==> src/rtl/pmc_dump_unit.sv <==
// Snapshots four 32-bit PMC counters and streams them as a byte frame over a valid/ready link.
// Define PMC_DUMP_CHECKSUM_EN to append an XOR checksum byte (18-byte frame instead of 17).
module pmc_dump_unit #(
  parameter logic [7:0] HEADER_BYTE = 8'hA5
) (
  input  logic        clk,
  input  logic        reset,
  input  logic        snap_req,
  input  logic [31:0] stall_count,
  input  logic [31:0] instr_cycle_count,
  input  logic [31:0] arith_count,
  input  logic [31:0] mem_access_count,
  output logic [7:0]  tx_data,
  output logic        tx_valid,
  input  logic        tx_ready,
  output logic        busy,
  output logic        dump_done,
  output logic [15:0] dump_count
);

`ifdef PMC_DUMP_CHECKSUM_EN
  typedef enum logic [1:0] {IDLE, HEADER, PAYLOAD, CHECKSUM} state_e;
`else
  typedef enum logic [1:0] {IDLE, HEADER, PAYLOAD} state_e;
`endif

  state_e             state_q, state_d;
  logic [15:0][7:0]   shadow_q, shadow_d;
  logic [3:0]         idx_q, idx_d;
  logic [7:0]         tx_data_q, tx_data_d;
  logic               tx_valid_q, tx_valid_d;
  logic               busy_q, busy_d;
  logic               dump_done_q, dump_done_d;
  logic [15:0]        dump_count_q, dump_count_d;
  logic               xfer;
`ifdef PMC_DUMP_CHECKSUM_EN
  logic [7:0]         csum_q, csum_d;
`endif

  assign xfer = tx_valid_q & tx_ready;

  // NOTE: every *_d gets a default first, so no path through the case leaves a variable unassigned (no latches).
  always_comb begin
    state_d      = state_q;
    shadow_d     = shadow_q;
    idx_d        = idx_q;
    tx_data_d    = tx_data_q;
    tx_valid_d   = tx_valid_q;
    busy_d       = busy_q;
    dump_done_d  = 1'b0;
    dump_count_d = dump_count_q;
`ifdef PMC_DUMP_CHECKSUM_EN
    csum_d       = csum_q;
`endif

    unique case (state_q)
      IDLE: begin
        if (snap_req) begin
          // Shadow is loaded only here, so live counter changes never reach a frame in flight.
          shadow_d   = {stall_count, instr_cycle_count, arith_count, mem_access_count};
          idx_d      = 4'd0;
          tx_data_d  = HEADER_BYTE;
          tx_valid_d = 1'b1;
          busy_d     = 1'b1;
          state_d    = HEADER;
`ifdef PMC_DUMP_CHECKSUM_EN
          csum_d     = 8'h00;
`endif
        end
      end

      HEADER: begin
        if (xfer) begin
          tx_data_d = shadow_q[15];
          state_d   = PAYLOAD;
`ifdef PMC_DUMP_CHECKSUM_EN
          csum_d    = csum_q ^ tx_data_q;
`endif
        end
      end

      PAYLOAD: begin
        if (xfer) begin
`ifdef PMC_DUMP_CHECKSUM_EN
          csum_d = csum_q ^ tx_data_q;
`endif
          if (idx_q == 4'd15) begin
`ifdef PMC_DUMP_CHECKSUM_EN
            tx_data_d = csum_q ^ tx_data_q;
            state_d   = CHECKSUM;
`else
            tx_data_d    = 8'h00;
            tx_valid_d   = 1'b0;
            busy_d       = 1'b0;
            dump_done_d  = 1'b1;
            dump_count_d = dump_count_q + 16'd1;
            state_d      = IDLE;
`endif
          end else begin
            // Byte 0 of the shadow index space is the MSB of stall_count.
            idx_d     = idx_q + 4'd1;
            tx_data_d = shadow_q[4'd14 - idx_q];
          end
        end
      end

`ifdef PMC_DUMP_CHECKSUM_EN
      CHECKSUM: begin
        if (xfer) begin
          tx_data_d    = 8'h00;
          tx_valid_d   = 1'b0;
          busy_d       = 1'b0;
          dump_done_d  = 1'b1;
          dump_count_d = dump_count_q + 16'd1;
          state_d      = IDLE;
        end
      end
`endif

      default: state_d = IDLE;
    endcase
  end

  // NOTE: sequential state uses non-blocking assignments so all flops update together on the edge.
  always_ff @(posedge clk or negedge reset) begin
    if (!reset) begin
      state_q      <= IDLE;
      // NOTE: the 128-bit shadow is an ordinary register, not a memory, so it is cleared on reset like any flop.
      shadow_q     <= '0;
      idx_q        <= 4'd0;
      tx_data_q    <= 8'h00;
      tx_valid_q   <= 1'b0;
      busy_q       <= 1'b0;
      dump_done_q  <= 1'b0;
      dump_count_q <= 16'h0000;
`ifdef PMC_DUMP_CHECKSUM_EN
      csum_q       <= 8'h00;
`endif
    end else begin
      state_q      <= state_d;
      shadow_q     <= shadow_d;
      idx_q        <= idx_d;
      tx_data_q    <= tx_data_d;
      tx_valid_q   <= tx_valid_d;
      busy_q       <= busy_d;
      dump_done_q  <= dump_done_d;
      dump_count_q <= dump_count_d;
`ifdef PMC_DUMP_CHECKSUM_EN
      csum_q       <= csum_d;
`endif
    end
  end

  assign tx_data    = tx_data_q;
  assign tx_valid   = tx_valid_q;
  assign busy       = busy_q;
  assign dump_done  = dump_done_q;
  assign dump_count = dump_count_q;

endmodule

==> config.mk <==
export PLATFORM = sky130hd
export DESIGN_NAME = pmc_dump_unit
export DESIGN_NICKNAME = d
export VERILOG_FILES = /design/src/rtl/pmc_dump_unit.sv
export SDC_FILE = /design/constraint.sdc
export NUM_CORES = 1
export LEC_CHECK = 0
export ABC_CLOCK_PERIOD_IN_PS = 2000
export BUFFER_PORTS_ARGS = -buffer_cell sky130_fd_sc_hd__buf_2
export CAP_MARGIN = 5
export CORE_MARGIN = 4
export CORE_UTILIZATION = 30
export CTS_BUF_LIST = sky130_fd_sc_hd__clkbuf_8
export DETAILED_ROUTE_END_ITERATION = 8
export PLACE_DENSITY = 0.59
export RECOVER_POWER = 50
export SETUP_SLACK_MARGIN = 0.02
export SYNTH_ARGS = -nofsm -noshare
export SYNTH_HDL_FRONTEND = slang
export SYNTH_SLANG_ARGS = --single-unit
==> constraint.sdc <==
create_clock -name clk -period 2 [get_ports clk]
set_clock_uncertainty 0.05 [all_clocks]
set_input_delay 0.4 -clock clk [delete_from_list [all_inputs] [get_ports clk]]
set_output_delay 0.4 -clock clk [all_outputs]
set_load 0.01 [all_outputs]
==> impl_summary.md, run 1 <==
Clock network
Clock-pin slew was measured on the worst setup and hold paths at 0.11 ns. In this run the number of H-tree levels came out at 4. The number of CTS-inserted buffers is 17. The later pin in the worst-skew pair is clocked with a latency of 0.45 ns.

The root buffer cell is sky130_fd_sc_hd__clkbuf_8. The TritonCTS clock tree is built. The clock drives 160 sinks. The largest buffer count on any clock path is 2.

Layout
The ratio of cells with drive above 1 in the final layout is 0.5714. The total number of nets in the final design is 833. The relative area change from synthesis to final layout is 26.65%. The multi-input gate area in the final layout is 0.003251 sq mm. The cell area after layout is ~0.0094 sq mm. After filler insertion, the fill cell instance count of the layout stands at between 2,000 and 2,500.

Across the whole layout, storage elements account for 0.004005 sq mm. The total inserted antenna cells is 0.

Yosys
Yosys attributes the largest share of cell area to sky130_fd_sc_hd__dfrtp_1 54%, sky130_fd_sc_hd__mux2_2 21%, sky130_fd_sc_hd__mux4_2 8.2%. The synthesized area per cell is 14.76 sq um. The gate count of the mapped netlist is 502. sky130_fd_sc_hd__dfrtp_1 takes more of the synthesized area than any other cell. The share of flip-flops with an asynchronous set or reset after synthesis is 1.000. The share of the Yosys chip area taken by registers is 0.5404. The area of the mapped netlist is about 0.0074 sq mm.

The prevailing post-synth register cell is sky130_fd_sc_hd__dfrtp_1. The synthesized net count is 641. In this run, distinct cell masters in the synthesized netlist total 42.

The number of synthesized register bits is 160. The yosys synthesis warning count is 0. The number of enable-type register cells in the synthesized netlist is 0. The share of the synthesized area in the top cell type is 0.5404.

STA
In the finished design, the share of the clock period the worst path needs comes to 0.9962. Setup repair after global routing could not meet its margin everywhere. The highest clock frequency the design can meet is 501.9 MHz.

The number of max-slew violations in the final report was 0. The actual transition at the worst max-transition pin is 1.193 ns. The time the worst path needs with I/O delays and setup is 1.992 ns. The total count of hold-check failures in the final report is 0. Setup violations remaining at the end of the flow were counted as 0. In this run the tightest slew margin relative to its limit is 0.2045. Once routing completed, OpenROAD measured the worst setup slack at about 0.0075 ns.

Placed design
At the placement stage, the worst setup path has a slack of -0.08230 ns. After legalization and detailed placement, the total HPWL measured 13,730 um. The weighted congestion reported at the end of routability-driven placement is 0.7609. The count of buffers added on input and output ports is about 160. The placed instance area is 0.008785 sq mm.

Global routing
The first-pass GRT wire length is 28,400 um. For this run, global-route usage on met1 was measured as 0.1799. The via count of the first global-routing pass is 5,112. For met2 alone, demand over resource in global routing was 0.2285. Across every metal layer, demand over resource in global routing totals 0.1380.

For this run, global-route usage on met3 was measured as 0.04244. The peak-usage layer in the global routing report is met2. The pin count of the biggest net entering global routing is 66.

The initial antenna violation count is 2. After global routing the overflow that remains totals 0.

Power and ir drop
Across the VDD grid, the largest voltage drop is 0.5699 mV. The total chip power is 13,970 uW. The total power per unit cell area is 1489 mW/mm^2. For this design the static power due to leakage is 0.004140 uW.

Run status
The flow ran to the end, and the final reports show no timing, DRC or antenna violations.

Routing
The number of remaining DRC errors is 0. The number of search-and-repair iterations in the first detailed-routing pass is 4. The remaining antenna violation count is 0. The routed wire length per instance is 18.40 um. The detailed-route vias per instance is 4.651. The number of DRC violations after detailed-routing iteration 0 is 261. The routed design has 18,970 um of wire. The vias after detailed routing is roughly 4,800.

Floorplanning
The x dimension of the die is 165.1 um. The die covers 0.02727 sq mm. The core region is roughly 0.024 sq mm. The initial core utilization is 0.3046. The height of the chip is 165.1 um. The number of core rows is 57. The count of pins on the block boundary is 159.

Run
The total of max-cap violations is 0.

Critical path
The nature of the critical path endpoint is a flop. Of all nets on the critical path, the largest fanout is 7. The sort of element at the start of the critical path is a flop. The setup path with the least slack is of type flop to flop. The arrival time reported for the critical path endpoint is 2.28 ns. The data required time at the worst endpoint is 2.28 ns.

Worst hold path
The worst min-delay path class is input pin to flop.
-- power breakdown --
part / total, uW / internal (uW) / switching (uW)
Clock: 2440 / 986 / 1460
Sequential: 5560 / 4690 / 871
Combinational: 5970 / 3590 / 2390
Total: 14000 / 9260 / 4710
-- worst max-delay path, cell delays in order, from the launching register on --
cell	delay, ns
sky130_fd_sc_hd__dfrtp_2	0.44
sky130_fd_sc_hd__ha_4	0.19
sky130_fd_sc_hd__xor2_4	0.18
sky130_fd_sc_hd__buf_12	0.15
sky130_fd_sc_hd__mux4_2	0.49
sky130_fd_sc_hd__mux2i_1	0.19
sky130_fd_sc_hd__o21a_1	0.13
sky130_fd_sc_hd__a22oi_1	0.07
-- per-layer routing --
metal  vias up  share of wire
met5         -         0.0014
met4         4         0.0066
met3        14          0.048
met2       102           0.50
met1      2446           0.44
li1       2229              -
-- final timing paths --
kind / startpoint / end / slack [ns] / cells past startpoint
max: idx_q[0]$_DFFE_PN0P_ / tx_data[3]$_DFFE_PN0P_ / 0.008 / 7
min: arith_count[22] / shadow_q[54]$_DFFE_PN0P_ / 0.11 / 2
max reg2reg: idx_q[0]$_DFFE_PN0P_ / tx_data[3]$_DFFE_PN0P_ / 0.008 / 7
min reg2reg: dump_count[15]$_DFFE_PN0P_ / dump_count[15]$_DFFE_PN0P_ / 0.44 / 1
max in group asynchronous: reset / shadow_q[44]$_DFFE_PN0P_ / 0.22 / 3
min in group asynchronous: reset / dump_count[15]$_DFFE_PN0P_ / 0.67 / 2
-- registers in the layout, indices dropped and copies added, names as in the netlist --
name and count:
shadow_q 128, state_q 2, dump_done 1, tx_data 8
idx_q 4, busy 1, dump_count 16
-- cell type report --
class | instances | share of cell area
tap | 324 | 0.04321
sequential | 160 | 0.4269
multi-input combinational | 306 | 0.3464
inverter | 6 | 0.002400
timing repair buffer | 203 | 0.1379
clock inverter | 14 | 0.01680
clock buffer | 18 | 0.02640
-- cells in the final DEF (no fill, tap or decap), types with 5 or more instances in the layout --
| cell | count |
|---|---|
| sky130_fd_sc_hd__clkbuf_8 | 18 |
| sky130_fd_sc_hd__mux4_2 | 32 |
| sky130_fd_sc_hd__xnor2_1 | 10 |
| sky130_fd_sc_hd__nor2_1 | 11 |
| sky130_fd_sc_hd__nand3_1 | 6 |
| sky130_fd_sc_hd__a21oi_1 | 13 |
| sky130_fd_sc_hd__buf_2 | 148 |
| sky130_fd_sc_hd__xor2_1 | 5 |
| sky130_fd_sc_hd__ha_1 | 6 |
| sky130_fd_sc_hd__inv_8 | 5 |
| sky130_fd_sc_hd__mux2_2 | 134 |
| sky130_fd_sc_hd__clkbuf_1 | 9 |
| sky130_fd_sc_hd__inv_1 | 6 |
| sky130_fd_sc_hd__dfrtp_1 | 159 |
| sky130_fd_sc_hd__buf_12 | 9 |
| sky130_fd_sc_hd__mux2i_1 | 11 |
| sky130_fd_sc_hd__o21ai_0 | 7 |
| sky130_fd_sc_hd__buf_4 | 26 |
| sky130_fd_sc_hd__nand2_1 | 23 |
-- cells by family (layout without fill, tap and decap cells) --
family,Yosys count,in the layout,synth area share
xor+xnor,17,17,0.02516
simple gates,62,62,0.04104
compound gates,41,41,0.03462
flops,160,160,0.5404
fa+ha+maj,7,7,0.01182
buf+inv,36,241,0.02550
mux,179,179,0.3214
-- synthesized netlist by cell type (2+ instances only) --
master / number
sky130_fd_sc_hd__a21oi_1: 14
sky130_fd_sc_hd__a22oi_1: 3
sky130_fd_sc_hd__a31oi_1: 4
sky130_fd_sc_hd__a32o_1: 2
sky130_fd_sc_hd__buf_2: 4
sky130_fd_sc_hd__buf_4: 4
sky130_fd_sc_hd__buf_6: 4
sky130_fd_sc_hd__clkbuf_1: 17
sky130_fd_sc_hd__dfrtp_1: 160
sky130_fd_sc_hd__ha_1: 7
sky130_fd_sc_hd__inv_1: 6
sky130_fd_sc_hd__mux2_2: 136
sky130_fd_sc_hd__mux2i_1: 11
sky130_fd_sc_hd__mux4_1: 5
sky130_fd_sc_hd__mux4_2: 27
sky130_fd_sc_hd__nand2_1: 25
sky130_fd_sc_hd__nand3_1: 7
sky130_fd_sc_hd__nand4_1: 3
sky130_fd_sc_hd__nor2_1: 11
sky130_fd_sc_hd__nor2b_1: 2
sky130_fd_sc_hd__nor3_1: 4
sky130_fd_sc_hd__nor4_1: 2
sky130_fd_sc_hd__o211ai_1: 3
sky130_fd_sc_hd__o21a_1: 4
sky130_fd_sc_hd__o21ai_0: 7
sky130_fd_sc_hd__xnor2_1: 10
sky130_fd_sc_hd__xor2_1: 5
-- repair_timing --
action / CTS / global route
endpoints found under the setup margin: 7 / 11
gates cloned: 0 / 3
hold buffers: 1 / 0
hold endpoints to repair: 40 / 0
setup buffers: 2 / 6
pin swaps: 0 / 7
resized for setup: 1 / 14
-- metrics by stage --
step           hold WS [ns]    util  std cells  setup TNS [ns]
3_3_place_gp         0.3229  0.3612        987        -0.08798
5_1_grt             0.07115  0.3858       1031         -0.2630
3_5_place_dp         0.3147  0.3612        987         -0.2045
4_1_cts             0.07416  0.3793       1022        -0.02740
6_report             0.1099  0.3858       1031               0
2_1_floorplan       0.05441       -        502         -0.3015
Note: power is estimated with default switching activity, not from simulation.
==> inputs of run 2 (changes only) <==
- BUFFER_PORTS_ARGS: -buffer_cell sky130_fd_sc_hd__buf_2 -> -buffer_cell sky130_fd_sc_hd__clkbuf_2
- CELL_PAD_IN_SITES_DETAIL_PLACEMENT: default -> 1
- CELL_PAD_IN_SITES_GLOBAL_PLACEMENT: default -> 1
- CORE_ASPECT_RATIO: default -> 1.75
- PLACE_DENSITY: 0.59 -> 0.68
==> run 2 against run 1 <==
Net effect: first-iteration DRC count shrank 44%; sequential share of layout area is essentially flat; register-to-register slack is essentially flat; worst setup slack lost 0.015 ns; flip-flop and latch count is the same; die area grew 0.36%; critical path depth shrank 1; combinational power grew 3%; power grew 1.6%; design area is essentially flat; the run now ends with setup timing left; routed wire length grew 8.6%; maximum frequency shrank 0.73%; critical endpoint is now tx_data[2]$_DFFE_PN0P_.
==> impl_summary.md, run 2 (synthesis gave the netlist of run 1 again) <==
Critical path
The arrival time reported for the critical path endpoint is 2.32 ns (+0.04 ns). The internal reg-to-reg setup slack was -0.007 ns (about the same). The peak per-stage delay on the critical path is 0.50 ns (about the same).

The launch instance of the worst register-to-register path is idx_q[0]$_DFFE_PN0P_. The worst-path maximum fanout is 11 (+4). The data required time at the worst endpoint was 2.31 ns (+0.03 ns).

The nature of the critical path endpoint is a flop. The critical path start-end classification is flop to flop. The endpoint identified for the worst register-to-register timing path is tx_data[2]$_DFFE_PN0P_.

The signal on the critical path passes through buf_6 -> buf_12 -> mux4_2 -> mux2_2 -> o211ai_1 -> a21oi_1. The worst reg2reg path depth was 6 (-1). The most critical setup path has its startpoint at idx_q[0]$_DFFE_PN0P_. The sort of element at the start of the critical path is a flop.

The critical-path cell with the highest stage delay is sky130_fd_sc_hd__mux4_2. In this run the worst setup path terminates at tx_data[2]$_DFFE_PN0P_.

Power and ir drop
The share of power burned in the clock network is 0.176 (about the same). The internal power contribution is 9385 uW (+1.4%). The total power per unit cell area is 1513 mW/mm^2 (+1.6%). The combinational power share is 0.434 (+0.007). The largest voltage drop on the vdd net is 0.7546 mV (+32%). The net switching power is 4804 uW (+1.9%). The sequential cell fraction of total power is 0.390 (-0.008). The leakage power of the design is 0.004132 uW (-0.21%). The switching power as a share of total power is 0.3386 (+0.001133).

Routing
The number of search-and-repair iterations in the first detailed-routing pass was 4 (unchanged). The total detailed-routing wirelength is 20,610 um (+8.6%). The number of DRC violations after detailed-routing iteration 0 is 146 (-44%). The number of remaining DRC errors was 0 (unchanged).

The remaining antenna violation count is 0 (unchanged). The routed wire length per instance is 20.27 um (+10%). The detailed-route vias per instance is 4.825 (+3.7%). The vias after detailed routing came to 4,907 (+2.3%).

Layout
The number of flip-flops under the largest register name is 128 (unchanged). The final instance count without filler cells is 1,017 (-1.4%). The utilization after layout was 0.3889 (+0.003138). The total number of nets in the final design was 834 (+0.12%). The most frequent standard cell in the layout excluding fill and tap cells is sky130_fd_sc_hd__dfrtp_1. The relative area change from synthesis to final layout is 26.62% (about the same).

shadow_q holds more flip-flops than any other register. The ratio of cells with drive above 1 in the final layout was 0.5791 (+0.007667). In the layout the commonest cells are 159 x sky130_fd_sc_hd__dfrtp_1, 150 x sky130_fd_sc_hd__clkbuf_2, 135 x sky130_fd_sc_hd__mux2_2.

Run status
The run finished, with violations left. The final reports fail on setup timing.

Floorplanning
The die outline area is 0.02737 sq mm (+0.36%). The initial core utilization was 0.3072 (+0.002560). The count of pins on the block boundary came to 159 (unchanged). The number of core rows was 75 (+32%).

The core region area came to 0.02412 sq mm (-0.83%). The height of the chip is 215.9 um (+31%). The x dimension of the die is 126.8 um (-23%).

Clock network
The clock transition at the registers of the reported paths came to 0.10 ns (about the same). The H-tree depth came to 4 (unchanged). The CTS sink count is 160 (unchanged).

The TritonCTS clock tree is built. The number of CTS-inserted buffers is 17 (unchanged). The largest buffer count on any clock path is 2 (unchanged). The later-pin clock latency in the skew report is 0.47 ns (+0.02 ns). Clock tree synthesis selected as its root buffer the cell sky130_fd_sc_hd__clkbuf_8.

STA
The post-route clock period utilization is 1.004 (+0.007287). The number of max-slew violations in the final report came to 0 (unchanged). The time the worst path needs with I/O delays and setup is 2.007 ns (+0.01457 ns). The actual transition at the worst max-transition pin is 0.8018 ns (-0.3915 ns).

The worst relative slew slack was 0.4655 (+0.2610). The count of final setup violators is 1 (+1). The slack of the critical path came to -0.007071 ns (-0.01457 ns). Setup repair after global routing could not meet its margin everywhere. The total count of hold-check failures in the final report is 0 (unchanged). The highest clock frequency the design can meet was 498.2 MHz (-0.73%).

Placed design
The weighted congestion reported at the end of routability-driven placement is 0.8154 (+7.2%). The count of input and output buffers is 158 (unchanged). The total instance count after detailed placement is 975 (-1.2%).

The half-perimeter wire length of the detailed placement result is 15,340 um (+12%).

Worst hold path
The number of cells on the worst hold path is 2 (unchanged). The path class of the tightest hold or removal check is input pin to flop.

Run
The total of max-cap violations is 0 (unchanged).

Global routing
The initial antenna violation count is 0 (-2). The via count of the first global-routing pass is 5,748 (+12%). The aggregate global-route resource usage came to 0.1555 (+0.01755). The first-pass GRT wire length is 32,290 um (+14%). The global-route congestion overflow total is 0 (unchanged). The pin count of the biggest net entering global routing is 66 (unchanged).
run 2: timing repair:
| action | in CTS | in global routing |
|---|---|---|
| gates cloned | 3 | 0 |
| setup buffers | 4 | 2 |
| hold endpoints to repair | 27 | 0 |
| pin swaps | 1 | 3 |
| gates resized for setup | 11 | 7 |
| hold buffers | 1 | 0 |
| endpoints found under the setup margin | 10 | 12 |
run 2: worst min-delay path by stage:
stage	start	to	slack, ns
after global placement	reset	shadow_q[1]$_DFFE_PN0P_	0.25
after detailed placement	reset	shadow_q[9]$_DFFE_PN0P_	0.26
after floorplan	reset	busy$_DFFE_PN0P_	0.05
after global routing	mem_access_count[5]	shadow_q[5]$_DFFE_PN0P_	0.05
final	mem_access_count[3]	shadow_q[3]$_DFFE_PN0P_	0.1
after CTS	mem_access_count[3]	shadow_q[3]$_DFFE_PN0P_	0.05
run 2: through the flow:
| stage | total power (uW) | TNS, ns | hold slack, ns | instance area [sq um] | setup slack [ns] |
|---|---|---|---|---|---|
| final | 14190 | -0.007071 | 0.09844 | 9380 | -0.007071 |
| after global routing | 15080 | -0.9167 | 0.05256 | 9378 | -0.06928 |
| after CTS | 14460 | 0 | 0.04968 | 9405 | 0.001373 |
| after detailed placement | 11460 | -0.2589 | 0.2595 | 8820 | -0.05278 |
| after global placement | 11160 | 0 | 0.2520 | 8820 | 0.006063 |
| after floorplan | 9304 | -0.3015 | 0.05441 | 7393 | -0.1005 |
run 2: layout make-up:
class	count	area, sq um
sequential	160	4005
tap	308	385.4
inverter	6	22.52
fill	2531	14740
clock buffer	17	234.0
clock inverter	15	172.7
timing repair buffer	204	1281
antenna	1	2.502
multi-input combinational	306	3277
run 2: worst max-delay path: cells and delay by family (launching register included):
kind	cells	cell delay, ns
AO/OA/AOI/OAI	2	0.29
multiplexers	2	0.80
flip-flops	1	0.41
buffers and inverters	2	0.34
run 2: power groups by stage:
stage               sequential (uW)  combinational (uW)  clock, uW
floorplan                      5250                4050          0
CTS                            5530                6330       2600
global route                   5690                6660       2740
detailed placement             5590                5880          0
finish                         5530                6160       2500
global placement               5500                5660          0
run 2: per-layer routing:
layer  wire [um]  share of wire  vias to the layer above  track usage
met5           0              0                        -            0
met4         443          0.021                        0      0.05333
met3         808          0.039                       21      0.03513
met2       11860           0.58                      129       0.2923
met1        7501           0.36                     2527       0.1688
li1            -              -                     2230            -
